### config.mk
export PLATFORM = sky130hd
export DESIGN_NAME = rst_sequencer_flat
export DESIGN_NICKNAME = d
export VERILOG_FILES = /design/src/rtl/rst_sequencer_if.sv /design/src/rtl/rst_sequencer.sv /design/src/flat_wrapper.sv
export SDC_FILE = /design/constraint.sdc
export NUM_CORES = 1
export LEC_CHECK = 0
export BUFFER_PORTS_ARGS = -buffer_cell sky130_fd_sc_hd__buf_4
export CAP_MARGIN = 25
export CORE_MARGIN = 10
export CORE_UTILIZATION = 46
export DETAILED_ROUTE_END_ITERATION = 7
export SLEW_MARGIN = 20
export SYNTH_ARGS = -nofsm -noshare
export SYNTH_HDL_FRONTEND = slang
export SYNTH_SLANG_ARGS = --single-unit
### constraint.sdc
create_clock -name clk -period 2.2 [get_ports clk]
set_input_delay 0.44 -clock clk [delete_from_list [all_inputs] [get_ports clk]]
set_output_delay 0.44 -clock clk [all_outputs]
set_load 0.02 [all_outputs]
### src/rtl/rst_sequencer_if.sv
// Status/control bundle between the reset sequencer and the logic that drives
// its lock and software-reset inputs.
interface rst_sequencer_if #(
    parameter int NUM_STAGES = 3
) ();
    logic                  pll_locked;
    logic                  sw_rst_req;
    logic [NUM_STAGES-1:0] stage_rst_n;
    logic                  all_released;
    logic [2:0]            seq_state;

    modport master (
        output pll_locked,
        output sw_rst_req,
        input  stage_rst_n,
        input  all_released,
        input  seq_state
    );

    modport slave (
        input  pll_locked,
        input  sw_rst_req,
        output stage_rst_n,
        output all_released,
        output seq_state
    );
endinterface

### src/rtl/rst_sequencer.sv
// Ordered release of NUM_STAGES active-low reset domains once the PLL is stably
// locked; lock loss or a software request pulls every domain back into reset.
module rst_sequencer #(
    parameter int NUM_STAGES  = 3,
    parameter int STAGE_DELAY = 16,
    parameter int LOCK_FILTER = 8,
    parameter int SW_RST_HOLD = 32
) (
    input  logic            clk,
    input  logic            rst,
    rst_sequencer_if.slave  bus
);

    // A parameter of 1 still needs a one-bit counter that simply stays at zero.
    localparam int LOCK_W = (LOCK_FILTER > 1) ? $clog2(LOCK_FILTER) : 1;
    localparam int DLY_W  = (STAGE_DELAY > 1) ? $clog2(STAGE_DELAY) : 1;
    localparam int HOLD_W = (SW_RST_HOLD > 1) ? $clog2(SW_RST_HOLD) : 1;
    localparam int IDX_W  = (NUM_STAGES  > 1) ? $clog2(NUM_STAGES)  : 1;

    localparam logic [LOCK_W-1:0] LOCK_LAST = LOCK_W'(LOCK_FILTER - 1);
    localparam logic [DLY_W-1:0]  DLY_LAST  = DLY_W'(STAGE_DELAY - 1);
    localparam logic [HOLD_W-1:0] HOLD_LAST = HOLD_W'(SW_RST_HOLD - 1);
    localparam logic [IDX_W-1:0]  IDX_LAST  = IDX_W'(NUM_STAGES - 1);

    typedef enum logic [2:0] {
        ST_RESET   = 3'd0,
        ST_LOCK    = 3'd1,
        ST_RELEASE = 3'd2,
        ST_RUN     = 3'd3,
        ST_SWHOLD  = 3'd4
    } state_e;

    state_e                state_q    = ST_RESET;
    state_e                state_d;
    logic [LOCK_W-1:0]     lock_cnt_q = '0;
    logic [LOCK_W-1:0]     lock_cnt_d;
    logic [DLY_W-1:0]      dly_cnt_q  = '0;
    logic [DLY_W-1:0]      dly_cnt_d;
    logic [HOLD_W-1:0]     hold_cnt_q = '0;
    logic [HOLD_W-1:0]     hold_cnt_d;
    logic [IDX_W-1:0]      idx_q      = '0;
    logic [IDX_W-1:0]      idx_d;
    logic [NUM_STAGES-1:0] stage_q    = '0;
    logic [NUM_STAGES-1:0] stage_d;
    logic                  all_q      = 1'b0;
    logic                  all_d;

    always_ff @(posedge clk) begin
        if (rst) begin
            state_q    <= ST_RESET;
            lock_cnt_q <= '0;
            dly_cnt_q  <= '0;
            hold_cnt_q <= '0;
            idx_q      <= '0;
            stage_q    <= '0;
            all_q      <= 1'b0;
        end else begin
            state_q    <= state_d;
            lock_cnt_q <= lock_cnt_d;
            dly_cnt_q  <= dly_cnt_d;
            hold_cnt_q <= hold_cnt_d;
            idx_q      <= idx_d;
            stage_q    <= stage_d;
            all_q      <= all_d;
        end
    end

    // Software request outranks lock loss, which outranks normal progression.
    always_comb begin
        state_d    = state_q;
        lock_cnt_d = lock_cnt_q;
        dly_cnt_d  = dly_cnt_q;
        hold_cnt_d = hold_cnt_q;
        idx_d      = idx_q;
        stage_d    = stage_q;
        all_d      = all_q;

        unique case (state_q)
            ST_RESET: begin
                state_d    = ST_LOCK;
                lock_cnt_d = '0;
            end

            ST_LOCK: begin
                if (bus.sw_rst_req) begin
                    state_d    = ST_SWHOLD;
                    hold_cnt_d = '0;
                    stage_d    = '0;
                    all_d      = 1'b0;
                end else if (bus.pll_locked) begin
                    if (lock_cnt_q == LOCK_LAST) begin
                        state_d    = ST_RELEASE;
                        lock_cnt_d = '0;
                        dly_cnt_d  = '0;
                        idx_d      = '0;
                    end else begin
                        lock_cnt_d = lock_cnt_q + 1'b1;
                    end
                end else begin
                    lock_cnt_d = '0;
                end
            end

            ST_RELEASE, ST_RUN: begin
                if (bus.sw_rst_req) begin
                    state_d    = ST_SWHOLD;
                    hold_cnt_d = '0;
                    dly_cnt_d  = '0;
                    idx_d      = '0;
                    stage_d    = '0;
                    all_d      = 1'b0;
                end else if (!bus.pll_locked) begin
                    state_d    = ST_LOCK;
                    lock_cnt_d = '0;
                    dly_cnt_d  = '0;
                    idx_d      = '0;
                    stage_d    = '0;
                    all_d      = 1'b0;
                end else if (state_q == ST_RELEASE) begin
                    if (dly_cnt_q == DLY_LAST) begin
                        dly_cnt_d = '0;
                        for (int k = 0; k < NUM_STAGES; k++) begin
                            if (idx_q == IDX_W'(k)) begin
                                stage_d[k] = 1'b1;
                            end
                        end
                        if (idx_q == IDX_LAST) begin
                            idx_d   = '0;
                            all_d   = 1'b1;
                            state_d = ST_RUN;
                        end else begin
                            idx_d = idx_q + 1'b1;
                        end
                    end else begin
                        dly_cnt_d = dly_cnt_q + 1'b1;
                    end
                end
            end

            ST_SWHOLD: begin
                // A repeated request restarts the hold window from zero.
                if (bus.sw_rst_req) begin
                    hold_cnt_d = '0;
                end else if (hold_cnt_q == HOLD_LAST) begin
                    state_d    = ST_LOCK;
                    hold_cnt_d = '0;
                    lock_cnt_d = '0;
                end else begin
                    hold_cnt_d = hold_cnt_q + 1'b1;
                end
            end

            default: begin
                state_d    = ST_RESET;
                lock_cnt_d = '0;
                dly_cnt_d  = '0;
                hold_cnt_d = '0;
                idx_d      = '0;
                stage_d    = '0;
                all_d      = 1'b0;
            end
        endcase
    end

    assign bus.stage_rst_n  = stage_q;
    assign bus.all_released = all_q;
    assign bus.seq_state    = state_q;

endmodule

### src/flat_wrapper.sv
// flat-port wrapper written by rule: the top's interface ports become plain ports
module rst_sequencer_flat 
#(
    parameter int NUM_STAGES  = 3,
    parameter int STAGE_DELAY = 16,
    parameter int LOCK_FILTER = 8,
    parameter int SW_RST_HOLD = 32
)
  (clk, rst, bus_pll_locked, bus_sw_rst_req, bus_stage_rst_n, bus_all_released, bus_seq_state);
  rst_sequencer_if #(.NUM_STAGES(NUM_STAGES)) bus_i ();
  input  logic clk;
  input  logic rst;
  input wire logic [$bits(bus_i.pll_locked)-1:0] bus_pll_locked;
  input wire logic [$bits(bus_i.sw_rst_req)-1:0] bus_sw_rst_req;
  output wire logic [$bits(bus_i.stage_rst_n)-1:0] bus_stage_rst_n;
  output wire logic [$bits(bus_i.all_released)-1:0] bus_all_released;
  output wire logic [$bits(bus_i.seq_state)-1:0] bus_seq_state;
  assign bus_i.pll_locked = bus_pll_locked;
  assign bus_i.sw_rst_req = bus_sw_rst_req;
  assign bus_stage_rst_n = bus_i.stage_rst_n;
  assign bus_all_released = bus_i.all_released;
  assign bus_seq_state = bus_i.seq_state;
  rst_sequencer #(.NUM_STAGES(NUM_STAGES), .STAGE_DELAY(STAGE_DELAY), .LOCK_FILTER(LOCK_FILTER), .SW_RST_HOLD(SW_RST_HOLD)) u_core (.clk(clk), .rst(rst), .bus(bus_i));
endmodule
==> summary.txt <==
Clock tree
  – Count of H-tree levels built during CTS: 1
  – Register clock-pin slew on the reported worst setup and hold paths: 0.12 ns
  – Source-to-sink clock delay at the later pin of the worst-skew pair: 0.30 ns
  – CTS tree: yes
  – Number of gates resized after cts: 0
  – Root cell of the clock tree: sky130_fd_sc_hd__clkbuf_4
  – Number of buffers added for setup after CTS: 0
  – CTS buffer count: 3
  – Clock sink count: 20
  – Hold Buf Count CTS: 0
  – CTS Buffer Depth: 2

Status
  – Result of the run: finished clean

Detailed routing
  – Count of vias placed by the detailed router: 975
  – Number of iterations in the first detailed-routing pass: 4
  – DRC violation count after routing: 0
  – Starting DRC count in detailed routing: 67
  – Average detailed-routed wire length per instance: 13.5 um
  – Number of vias per cell after detailed routing: 5.80
  – Routed WL: 2.27 mm
  – Detail Route Antenna Nets: 0

Floorplanning
  – Top-level I/O count: 11
  – Initial cell density of the core: 47.1%
  – Total Die Area: 4890 sq um
  – Std-Cell Rows: 18
  – Area of the core: 2430 sq um
  – Floorplan die height: 69.9 um
  – Die X-Extent: 69.9 um

Timing
  – Setup TNS after final layout: 0 ns
  – Final Cycle Share: 81.9%
  – Final setup viols: 0
  – Count of endpoints failing hold in the final timing report: 0
  – Pins over their slew limit: 0
  – Tightest slew margin relative to the limit: 62.8%
  – Unrepaired setup endpoints after global routing: no
  – Maximum clock frequency: 0.555 GHz
  – Hold Slack: 0.424 ns
  – Shortest period the worst path allows: 1.80 ns
  – Worst Skew: 0.0136 ns
  – Actual slew at the worst max-slew pin: 0.557 ns

Worst setup path
  – Required time of the worst setup path: 2.43 ns
  – Register-to-register path setup slack: 0.40 ns
  – Critical path depth: 7
  – Maximum fanout count along the critical path: 7
  – Slowest cell delay on critical path: 0.49 ns
  – Most common cell on crit path: sky130_fd_sc_hd__ha_1
  – Cell chain of the critical path: ha_1, and3_1, ha_1, nand2b_1, and3_4, or4b_1, a21oi_1
  – Category of the critical setup timing path: reg -> reg
  – Critical path launch point type: flip-flop
  – Crit path arrival time: 2.03 ns
  – Buffering stage count on the worst path with inverters included: 0
  – Family with the most delay on the worst path: simple AND/OR/NAND/NOR gates
  – Type of destination of the critical path: flip-flop
  – R2r worst-path depth: 7
  – Critical-path cell with the highest stage delay: sky130_fd_sc_hd__or4b_1

Pwr
  – Max VDD drop: 0.530 mV
  – Power per unit of standard cell area: 632 nW/um^2
  – Static leakage power: 0.477 nW

Placement
  – Port Buffer Count: 10
  – Total half-perimeter wirelength after legalization and detailed placement: 1.66 mm
  – RePlAce Congestion: 0.784

Min path
  – Worst min-delay path category: in -> reg
  – Worst hold stages: 2

Cells and area
  – Diodes inserted: 0
  – Layout filler cell count: 233
  – Register area: 400 sq um
  – Nets: 148
  – Area of combinational cells with multiple inputs: 681 sq um
  – Fraction of layout cells with a size suffix above 1: 16.7%
  – Area delta synth->final: 9.28%

Synthesis
  – Number of standard cells after synthesis: 132
  – Area share of the leading cell type in the synthesized netlist: 34.9%
  – Library cells used by synthesis: 46
  – YS warnings: 0
  – Most common cell in the netlist: sky130_fd_sc_hd__dfxtp_1
  – Avg Inst Size Synth: 8.68 sq um
  – Leading post-synthesis cells by cell area: sky130_fd_sc_hd__dfxtp_1, sky130_fd_sc_hd__a21oi_1, sky130_fd_sc_hd__ha_1, sky130_fd_sc_hd__nor2_1, sky130_fd_sc_hd__o21ai_0
  – Number of synthesized flops with an enable pin: 0
  – Net count after synthesis: 141
  – Ys async rst share: 0%
  – Primary FF master, synth: sky130_fd_sc_hd__dfxtp_1
  – Post-synthesis sequential area ratio: 34.9%
  – Yosys top cell by area: sky130_fd_sc_hd__dfxtp_1
  – Synthesized cell area: 1150 sq um
  – Most instantiated cells after synthesis: sky130_fd_sc_hd__dfxtp_1, sky130_fd_sc_hd__a21oi_1, sky130_fd_sc_hd__nor2_1
  – #FFs+latches synth: 20

Global route
  – Global-route usage over all layers: 9.31%
  – Wire length of the first global-routing pass: 3.97 mm
  – Number of antenna violations at the first check in global routing: 0
  – Largest net degree at the start of global routing: 20
  – GRT Residual Overflow: 0
  – Vias in the first global route: 880

Run
  – Number of maximum-capacitance constraint violations: 0
==> cell usage in the layout, fill, tap and decap left out, types with 2 or more instances in the layout <==
| cell type | netlist | layout |
|---|---|---|
| sky130_fd_sc_hd__nor4_1 | 2 | 2 |
| sky130_fd_sc_hd__o22ai_1 | 3 | 3 |
| sky130_fd_sc_hd__buf_4 | 2 | 12 |
| sky130_fd_sc_hd__nor3_1 | 3 | 3 |
| sky130_fd_sc_hd__xor2_1 | 2 | 2 |
| sky130_fd_sc_hd__a32oi_1 | 2 | 2 |
| sky130_fd_sc_hd__ha_1 | 5 | 5 |
| sky130_fd_sc_hd__nand2b_1 | 5 | 5 |
| sky130_fd_sc_hd__nand3_1 | 2 | 2 |
| sky130_fd_sc_hd__nor4b_1 | 2 | 2 |
| sky130_fd_sc_hd__nand2_1 | 5 | 5 |
| sky130_fd_sc_hd__or4b_1 | 2 | 2 |
| sky130_fd_sc_hd__o21a_1 | 3 | 3 |
| sky130_fd_sc_hd__nand4b_1 | 2 | 2 |
| sky130_fd_sc_hd__inv_1 | 2 | 2 |
| sky130_fd_sc_hd__or3_1 | 5 | 5 |
| sky130_fd_sc_hd__a21oi_1 | 14 | 14 |
| sky130_fd_sc_hd__nor2_1 | 13 | 13 |
| sky130_fd_sc_hd__dfxtp_1 | 20 | 20 |
| sky130_fd_sc_hd__o21ai_0 | 7 | 7 |
| sky130_fd_sc_hd__clkbuf_4 | 0 | 3 |
==> power by group <==
part	switching, mW	internal (mW)	leakage, nW
registers	0.0386	0.379	0.162
logic	0.0872	0.0743	0.295
clock network	0.111	0.101	0.0210
total	0.236	0.555	0.477
==> through the flow <==
step	utilization, %	std cells	setup WS (ns)	total power [mW]	cell area (sq um)
global placement	50.0	164	0.455	0.586	1220
CTS	51.5	168	0.395	0.798	1250
detailed placement	50.0	164	0.404	0.588	1220
global route	51.5	168	0.237	0.846	1250
finish	51.5	168	0.399	0.791	1250
floorplan	-	132	0.498	0.550	1150
==> layer usage <==
metal  track usage, %  wire (um)  part of all wire [%]  vias to the layer above
li1                 -          -                     -                      501
met4             1.32         13                  0.57                        0
met3             3.53         90                   4.0                        2
met5                0          0                     0                        -
met2             15.9       1030                    46                       16
met1             10.9       1130                    50                      456
==> sequential cells by signal, indices dropped and copies added, names as in the netlist <==
register / flops
u_core.bus.all_released: 1
u_core.bus.seq_state: 3
u_core.bus.stage_rst_n: 2
u_core.dly_cnt_q: 4
u_core.hold_cnt_q: 5
u_core.idx_q: 2
u_core.lock_cnt_q: 3
==> area by class of cell <==
type | instances | share of cell area (%)
inverter | 2 | 0.599
multi-input combinational | 100 | 54.3
timing repair buffer | 12 | 7.19
tap | 30 | 3.00
clock buffer | 4 | 2.90
sequential | 20 | 32.0
==> final timing paths <==
| kind | start | end |
|---|---|---|
| hold / removal | rst | u_core.dly_cnt_q[3] |
| setup reg to reg | u_core.hold_cnt_q[0] | u_core.lock_cnt_q[0] |
| hold reg to reg | u_core.bus.stage_rst_n[0] | u_core.bus.stage_rst_n[0] |
| setup / recovery | u_core.hold_cnt_q[0] | u_core.lock_cnt_q[0] |
==> worst reg2reg max path, cell delays in order, from the launching register on <==
cell and delay [ns]:
sky130_fd_sc_hd__dfxtp_1 0.38, sky130_fd_sc_hd__ha_1 0.17, sky130_fd_sc_hd__and3_1 0.16, sky130_fd_sc_hd__ha_1 0.16
sky130_fd_sc_hd__nand2b_1 0.07, sky130_fd_sc_hd__and3_4 0.19, sky130_fd_sc_hd__or4b_1 0.49, sky130_fd_sc_hd__a21oi_1 0.12
==> cells by family (layout without fill, tap and decap cells) <==
| family | after synthesis | count (layout) | share of synthesized area (%) |
|---|---|---|---|
| AND/OR/NAND/NOR | 53 | 53 | 28.9 |
| AO/OA/AOI/OAI | 39 | 39 | 22.2 |
| flip-flops | 20 | 20 | 34.9 |
| buffers and inverters | 12 | 18 | 5.68 |
| adder cells (fa/ha/maj) | 5 | 5 | 5.46 |
| XOR/XNOR | 2 | 2 | 1.53 |
| multiplexers | 1 | 1 | 1.31 |
Power figures use the tool's default switching activity.
